`src/rtl/pong_score_overlay.sv`:
```
// Pong score keeper: edge-detected point strobes, saturating scores, seven-segment
// digit decode and registered pixel-hit flags for the score digits and "End" banner.
module pong_score_overlay #(
    parameter logic [9:0] SCORE_Y   = 10'd25,
    parameter logic [9:0] P1_TENS_X = 10'd242,
    parameter logic [9:0] P1_ONES_X = 10'd276,
    parameter logic [9:0] P2_TENS_X = 10'd340,
    parameter logic [9:0] P2_ONES_X = 10'd374,
    parameter logic [9:0] END_X     = 10'd276,
    parameter logic [9:0] END_Y     = 10'd220
) (
    input  logic       clk,
    input  logic       reset,
    input  logic       hit_p1,
    input  logic       hit_p2,
    input  logic       clear,
    input  logic [9:0] x,
    input  logic [9:0] y,
    input  logic       show_score,
    input  logic       show_end,
    output logic [4:0] score_p1,
    output logic [4:0] score_p2,
    output logic [6:0] seg_p1_tens,
    output logic [6:0] seg_p1_ones,
    output logic [6:0] seg_p2_tens,
    output logic [6:0] seg_p2_ones,
    output logic       score_pixel,
    output logic       end_pixel
);

    localparam logic [9:0] GLYPH_PITCH = 10'd34;
    localparam logic [4:0] SCORE_MAX   = 5'd31;

    logic [4:0] score_p1_reg, score_p2_reg;
    logic       hit_p1_reg, hit_p2_reg;
    logic       score_pixel_reg, end_pixel_reg;

    logic       rise_p1, rise_p2;
    logic [1:0] tens_p1, tens_p2;
    logic [3:0] ones_p1, ones_p2;
    logic [6:0] digit_seg [4];
    logic [9:0] digit_x   [4];
    logic [6:0] end_seg   [3];
    logic [3:0] digit_hit;
    logic [2:0] end_hit;

    function automatic logic [6:0] seg_decode(input logic [3:0] d);
        logic [6:0] s;
        case (d)
            4'd0:    s = 7'h3F;
            4'd1:    s = 7'h06;
            4'd2:    s = 7'h5B;
            4'd3:    s = 7'h4F;
            4'd4:    s = 7'h66;
            4'd5:    s = 7'h6D;
            4'd6:    s = 7'h7D;
            4'd7:    s = 7'h07;
            4'd8:    s = 7'h7F;
            4'd9:    s = 7'h6F;
            default: s = 7'h00;
        endcase
        return s;
    endfunction

    // Scores never exceed 31, so a compare chain replaces a divider.
    function automatic logic [1:0] tens_of(input logic [4:0] s);
        logic [1:0] t;
        if (s >= 5'd30)      t = 2'd3;
        else if (s >= 5'd20) t = 2'd2;
        else if (s >= 5'd10) t = 2'd1;
        else                 t = 2'd0;
        return t;
    endfunction

    function automatic logic [3:0] ones_of(input logic [4:0] s, input logic [1:0] t);
        logic [4:0] r;
        r = s - ({3'd0, t} * 5'd10);
        return r[3:0];
    endfunction

    // 24x44 cell; bars are 4 pixels thick, with b/c and e/f overlapping on the g rows.
    function automatic logic glyph_hit(input logic [9:0] px, input logic [9:0] py,
                                       input logic [9:0] x0, input logic [9:0] y0,
                                       input logic [6:0] pat);
        logic [9:0] dx, dy;
        logic       in_cell;
        dx      = px - x0;
        dy      = py - y0;
        in_cell = (px >= x0) && (py >= y0) && (dx < 10'd24) && (dy < 10'd44);
        return in_cell && (
               (pat[0] && (dy <= 10'd3)) ||
               (pat[1] && (dx >= 10'd20) && (dy <= 10'd23)) ||
               (pat[2] && (dx >= 10'd20) && (dy >= 10'd20)) ||
               (pat[3] && (dy >= 10'd40)) ||
               (pat[4] && (dx <= 10'd3) && (dy >= 10'd20)) ||
               (pat[5] && (dx <= 10'd3) && (dy <= 10'd23)) ||
               (pat[6] && (dy >= 10'd20) && (dy <= 10'd23)));
    endfunction

    assign rise_p1 = hit_p1 && !hit_p1_reg;
    assign rise_p2 = hit_p2 && !hit_p2_reg;

    assign tens_p1 = tens_of(score_p1_reg);
    assign tens_p2 = tens_of(score_p2_reg);
    assign ones_p1 = ones_of(score_p1_reg, tens_p1);
    assign ones_p2 = ones_of(score_p2_reg, tens_p2);

    assign seg_p1_tens = seg_decode({2'd0, tens_p1});
    assign seg_p1_ones = seg_decode(ones_p1);
    assign seg_p2_tens = seg_decode({2'd0, tens_p2});
    assign seg_p2_ones = seg_decode(ones_p2);

    assign digit_seg[0] = seg_p1_tens;
    assign digit_seg[1] = seg_p1_ones;
    assign digit_seg[2] = seg_p2_tens;
    assign digit_seg[3] = seg_p2_ones;
    assign digit_x[0]   = P1_TENS_X;
    assign digit_x[1]   = P1_ONES_X;
    assign digit_x[2]   = P2_TENS_X;
    assign digit_x[3]   = P2_ONES_X;

    assign end_seg[0] = 7'h79;
    assign end_seg[1] = 7'h54;
    assign end_seg[2] = 7'h5E;

    genvar gi;
    generate
        for (gi = 0; gi < 4; gi++) begin : g_digit
            assign digit_hit[gi] = glyph_hit(x, y, digit_x[gi], SCORE_Y, digit_seg[gi]);
        end
        for (gi = 0; gi < 3; gi++) begin : g_end
            localparam logic [9:0] GX = END_X + GLYPH_PITCH * 10'(gi);
            assign end_hit[gi] = glyph_hit(x, y, GX, END_Y, end_seg[gi]);
        end
    endgenerate

    always_ff @(posedge clk) begin
        if (!reset) begin
            score_p1_reg    <= 5'd0;
            score_p2_reg    <= 5'd0;
            hit_p1_reg      <= 1'b0;
            hit_p2_reg      <= 1'b0;
            score_pixel_reg <= 1'b0;
            end_pixel_reg   <= 1'b0;
        end else begin
            hit_p1_reg <= hit_p1;
            hit_p2_reg <= hit_p2;
            if (clear) begin
                score_p1_reg <= 5'd0;
                score_p2_reg <= 5'd0;
            end else begin
                if (rise_p1 && (score_p1_reg != SCORE_MAX))
                    score_p1_reg <= score_p1_reg + 5'd1;
                if (rise_p2 && (score_p2_reg != SCORE_MAX))
                    score_p2_reg <= score_p2_reg + 5'd1;
            end
            score_pixel_reg <= show_score && (|digit_hit);
            end_pixel_reg   <= show_end && (|end_hit);
        end
    end

    assign score_p1    = score_p1_reg;
    assign score_p2    = score_p2_reg;
    assign score_pixel = score_pixel_reg;
    assign end_pixel   = end_pixel_reg;

endmodule

```
`config.mk`:
```
export PLATFORM = sky130hd
export DESIGN_NAME = pong_score_overlay
export DESIGN_NICKNAME = d
export VERILOG_FILES = /design/src/rtl/pong_score_overlay.sv
export SDC_FILE = /design/constraint.sdc
export NUM_CORES = 1
export LEC_CHECK = 0
export CORE_ASPECT_RATIO = 1.5
export CORE_MARGIN = 1
export CORE_UTILIZATION = 30
export DETAILED_ROUTE_END_ITERATION = 7
export GPL_TIMING_DRIVEN = 0
export MAX_ROUTING_LAYER = met4
export SLEW_MARGIN = 40
export SYNTH_ARGS = -nofsm -noshare
export SYNTH_HDL_FRONTEND = slang
export SYNTH_SLANG_ARGS = --single-unit
```
`constraint.sdc`:
```
create_clock -name clk -period 4.2 [get_ports clk]
set_clock_uncertainty 0.1 [all_clocks]
set_input_delay 1.05 -clock clk [delete_from_list [all_inputs] [get_ports clk]]
set_output_delay 1.05 -clock clk [all_outputs]
set_load 0.01 [all_outputs]
```
==> impl_metrics.json <==
{
  "h-tree-depth": 1,
  "crit_type": "reg -> out",
  "fin_setup_tns_ps": 0,
  "die-area_um2": 11100,
  "drv_cap": 0,
  "die_y_um": 129,
  "worst_pin_slew_ps": 760,
  "netlist_top_cells_count": "nor2_1, ha_1, nand2_1",
  "die_width_um": 86.4,
  "core_um2": 10200,
  "path_clk_slew_ps": 50,
  "syn_area_um2": 3200,
  "cp-end-kind": "primary output",
  "fin_crit_ps": 4130,
  "synth_seq_cells": 14,
  "gp_congestion": 0.924,
  "yosys_warnings": 0,
  "synth.distinct_cells": 78,
  "drive_gt1_share_pct": 20.0,
  "cts_buffers": 3,
  "rrSetupSlack_ps": 750,
  "ant_nets": 0,
  "grt_max_degree": 11,
  "fp-row-count": 45,
  "outcome": "finished, final reports clean",
  "io_pins": 67,
  "grt_overflow_total": 0,
  "finalHoldViolCount": 0,
  "vdd_drop_max_uv": 134,
  "holdCritPathClass": "reg -> reg",
  "initial_core_util_pct": 31.3,
  "grt_pass1_wl_um": 17300,
  "synthCells": 453,
  "syn_to_final_growth_pct": 39.5,
  "required_ps": 3050,
  "finalSetupViolCount": 0,
  "rsz0062_at_grt": "yes",
  "fill_cells": 1059,
  "min_to": "score_p1[1]$_SDFFE_PP0P_",
  "worstRegToRegCells": 19,
  "synthArstFlopShare_pct": 0,
  "reg2reg_to": "score_pixel$_SDFF_PN0_",
  "nNetsFinal": 619,
  "worstSetupStartpointType": "flop",
  "drtPass1Iterations": 5,
  "yosysTopAreaCell": "ha_1",
  "routedWlPerCell_um": 15.8,
  "critPathMaxFanout": 4,
  "p_leak_nw": 1.76,
  "rr_startpoint": "score_p2[0]$_SDFFE_PP0P_",
  "drtIter0Drc": 183,
  "max-slew-margin-rel_pct": 49.2,
  "antenna_cells": 0,
  "worst-endpoint-arrival_ps": 2980,
  "ys.flop_type": "dfxtp_1",
  "avgSynthCellArea_um2": 7.07,
  "period_share_pct": 98.2,
  "antenna_found_initial": 0,
  "worstHoldPathCells": 2,
  "grt_pass1_vias": 3592,
  "routed_wirelength_um": 10900,
  "track_usage_pct": 19.7,
  "synth.area.top_cells": "ha_1, dfxtp_1, nor2_1",
  "cts_sinks": 14,
  "yosysSeqAreaShare_pct": 8.75,
  "cts_root_buffer": "clkbuf_16",
  "vias_per_cell": 5.42,
  "synth.most_common_cell": "nor2_1",
  "cts_buffer_depth": 2,
  "synth-edff-count": 0,
  "final_core_util_pct": 43.6,
  "powerDensity_nw_per_um2": 134,
  "clk_latency_ps": 250,
  "io_buffers": 61,
  "vias": 3742,
  "synth_top_cell_area_share_pct": 15.6,
  "maxSlewViolCount": 0,
  "cts_tree": "built",
  "max_freq_ghz": 0.242,
  "worstHoldStart": "score_p1[1]$_SDFFE_PP0P_",
  "place_hpwl_um": 8120,
  "drc": 0,
  "power_mw": 0.600
}
-- per-layer routing --
metal	routed length [um]	part of all wire [%]	track usage [%]	up-vias
li1	-	-	-	1853
met5	0	0	-	-
met4	448	4.1	7.55	0
met3	318	2.9	1.41	29
met2	5700	52	36.6	101
met1	4420	41	21.6	1759
-- cell type report --
| cell class | instances | area (um2) | area share, % |
|---|---|---|---|
| tap | 141 | 176 | 3.95 |
| sequential | 14 | 294 | 6.58 |
| buffer | 22 | 108 | 2.41 |
| clock buffer | 3 | 75.1 | 1.68 |
| inverter | 32 | 120 | 2.69 |
| multi-input combinational | 385 | 2870 | 64.3 |
| timing repair buffer | 93 | 823 | 18.4 |
-- cell usage in the layout (no fill, tap or decap), types with 4 or more instances in the layout --
cell	count
nand4_1	8
o22ai_1	5
nor2b_1	9
o2111ai_1	4
nor3_1	14
o31ai_1	4
a21oi_1	20
a21oi_2	5
and3_1	4
dfxtp_1	7
and2_1	4
clkbuf_1	13
buf_4	34
nand2_1	34
xor2_1	9
a211oi_1	5
a22oi_1	4
dfxtp_2	5
nand3b_1	6
o21a_1	5
nand2b_1	11
dlygate4sd2_1	4
clkbuf_2	8
nand3_1	9
mux2i_1	5
o211ai_1	6
ha_1	35
a31oi_1	6
or2_2	5
clkdlybuf4s50_1	44
xnor2_1	16
inv_1	28
o21ai_0	19
nor2_1	42
ha_2	4
-- per-stage QoR --
| step | setup slack [ps] | std cells | hold slack [ps] | area [um2] |
|---|---|---|---|---|
| after detailed placement | -802 | 656 | 515 | 3990 |
| after CTS | -26.5 | 679 | 475 | 4290 |
| after floorplan | 17.8 | 454 | 474 | 3210 |
| final | 74.1 | 690 | 486 | 4470 |
| after global placement | -746 | 656 | 504 | 3990 |
| after global routing | -36.3 | 690 | 507 | 4470 |
-- cells by family after synthesis --
logic type               share of synthesized area [%]
flip-flops                                        8.75
AO/OA/AOI/OAI                                     30.7
AND/OR/NAND/NOR                                   28.0
other                                            0.117
XOR/XNOR                                          6.84
adder cells (fa/ha/maj)                           16.3
multiplexers                                      2.27
buffers and inverters                             7.15
-- worst max-delay path: stages (launching register included) --
cell	delay, ps
dfxtp_4	340
inv_2	60
ha_4	160
o211ai_1	180
nand2_1	110
nand2_2	70
inv_1	40
ha_2	170
fa_2	350
buf_4	140
o211ai_1	110
o211ai_1	170
buf_4	180
buf_12	120
a211oi_4	220
or2_1	160
buf_2	130
-- worst max-delay path by stage --
| stage | start | end | slack, ps |
|---|---|---|---|
| CTS | score_p2[0]$_SDFFE_PP0P_ | seg_p2_ones[0] | -30 |
| global placement | score_p2[0]$_SDFFE_PP0P_ | seg_p2_ones[0] | -750 |
| finish | score_p1[0]$_SDFFE_PP0P_ | seg_p1_ones[0] | 70 |
| detailed placement | score_p2[0]$_SDFFE_PP0P_ | seg_p2_ones[0] | -800 |
| floorplan | score_p1[0]$_SDFFE_PP0P_ | seg_p1_ones[0] | 20 |
| global route | score_p1[0]$_SDFFE_PP0P_ | seg_p1_ones[0] | -40 |
-- power breakdown --
| part | switching, mW | leakage (nW) | total [mW] | internal (mW) |
|---|---|---|---|---|
| Sequential | 0.00347 | 0.118 | 0.139 | 0.135 |
| Combinational | 0.163 | 1.60 | 0.276 | 0.113 |
| Clock | 0.0596 | 0.0370 | 0.185 | 0.125 |
| Total | 0.226 | 1.76 | 0.600 | 0.374 |
-- what timing repair did --
| action | in CTS | in global routing |
|---|---|---|
| endpoints found under the setup margin | 15 | 16 |
| pin swaps | 7 | 13 |
| gates resized for setup | 44 | 52 |
| setup buffers | 21 | 11 |
| hold buffers | 0 | 0 |
| endpoints found under the hold margin | 0 | 0 |
No activity file was read; power rests on OpenSTA's default activity.
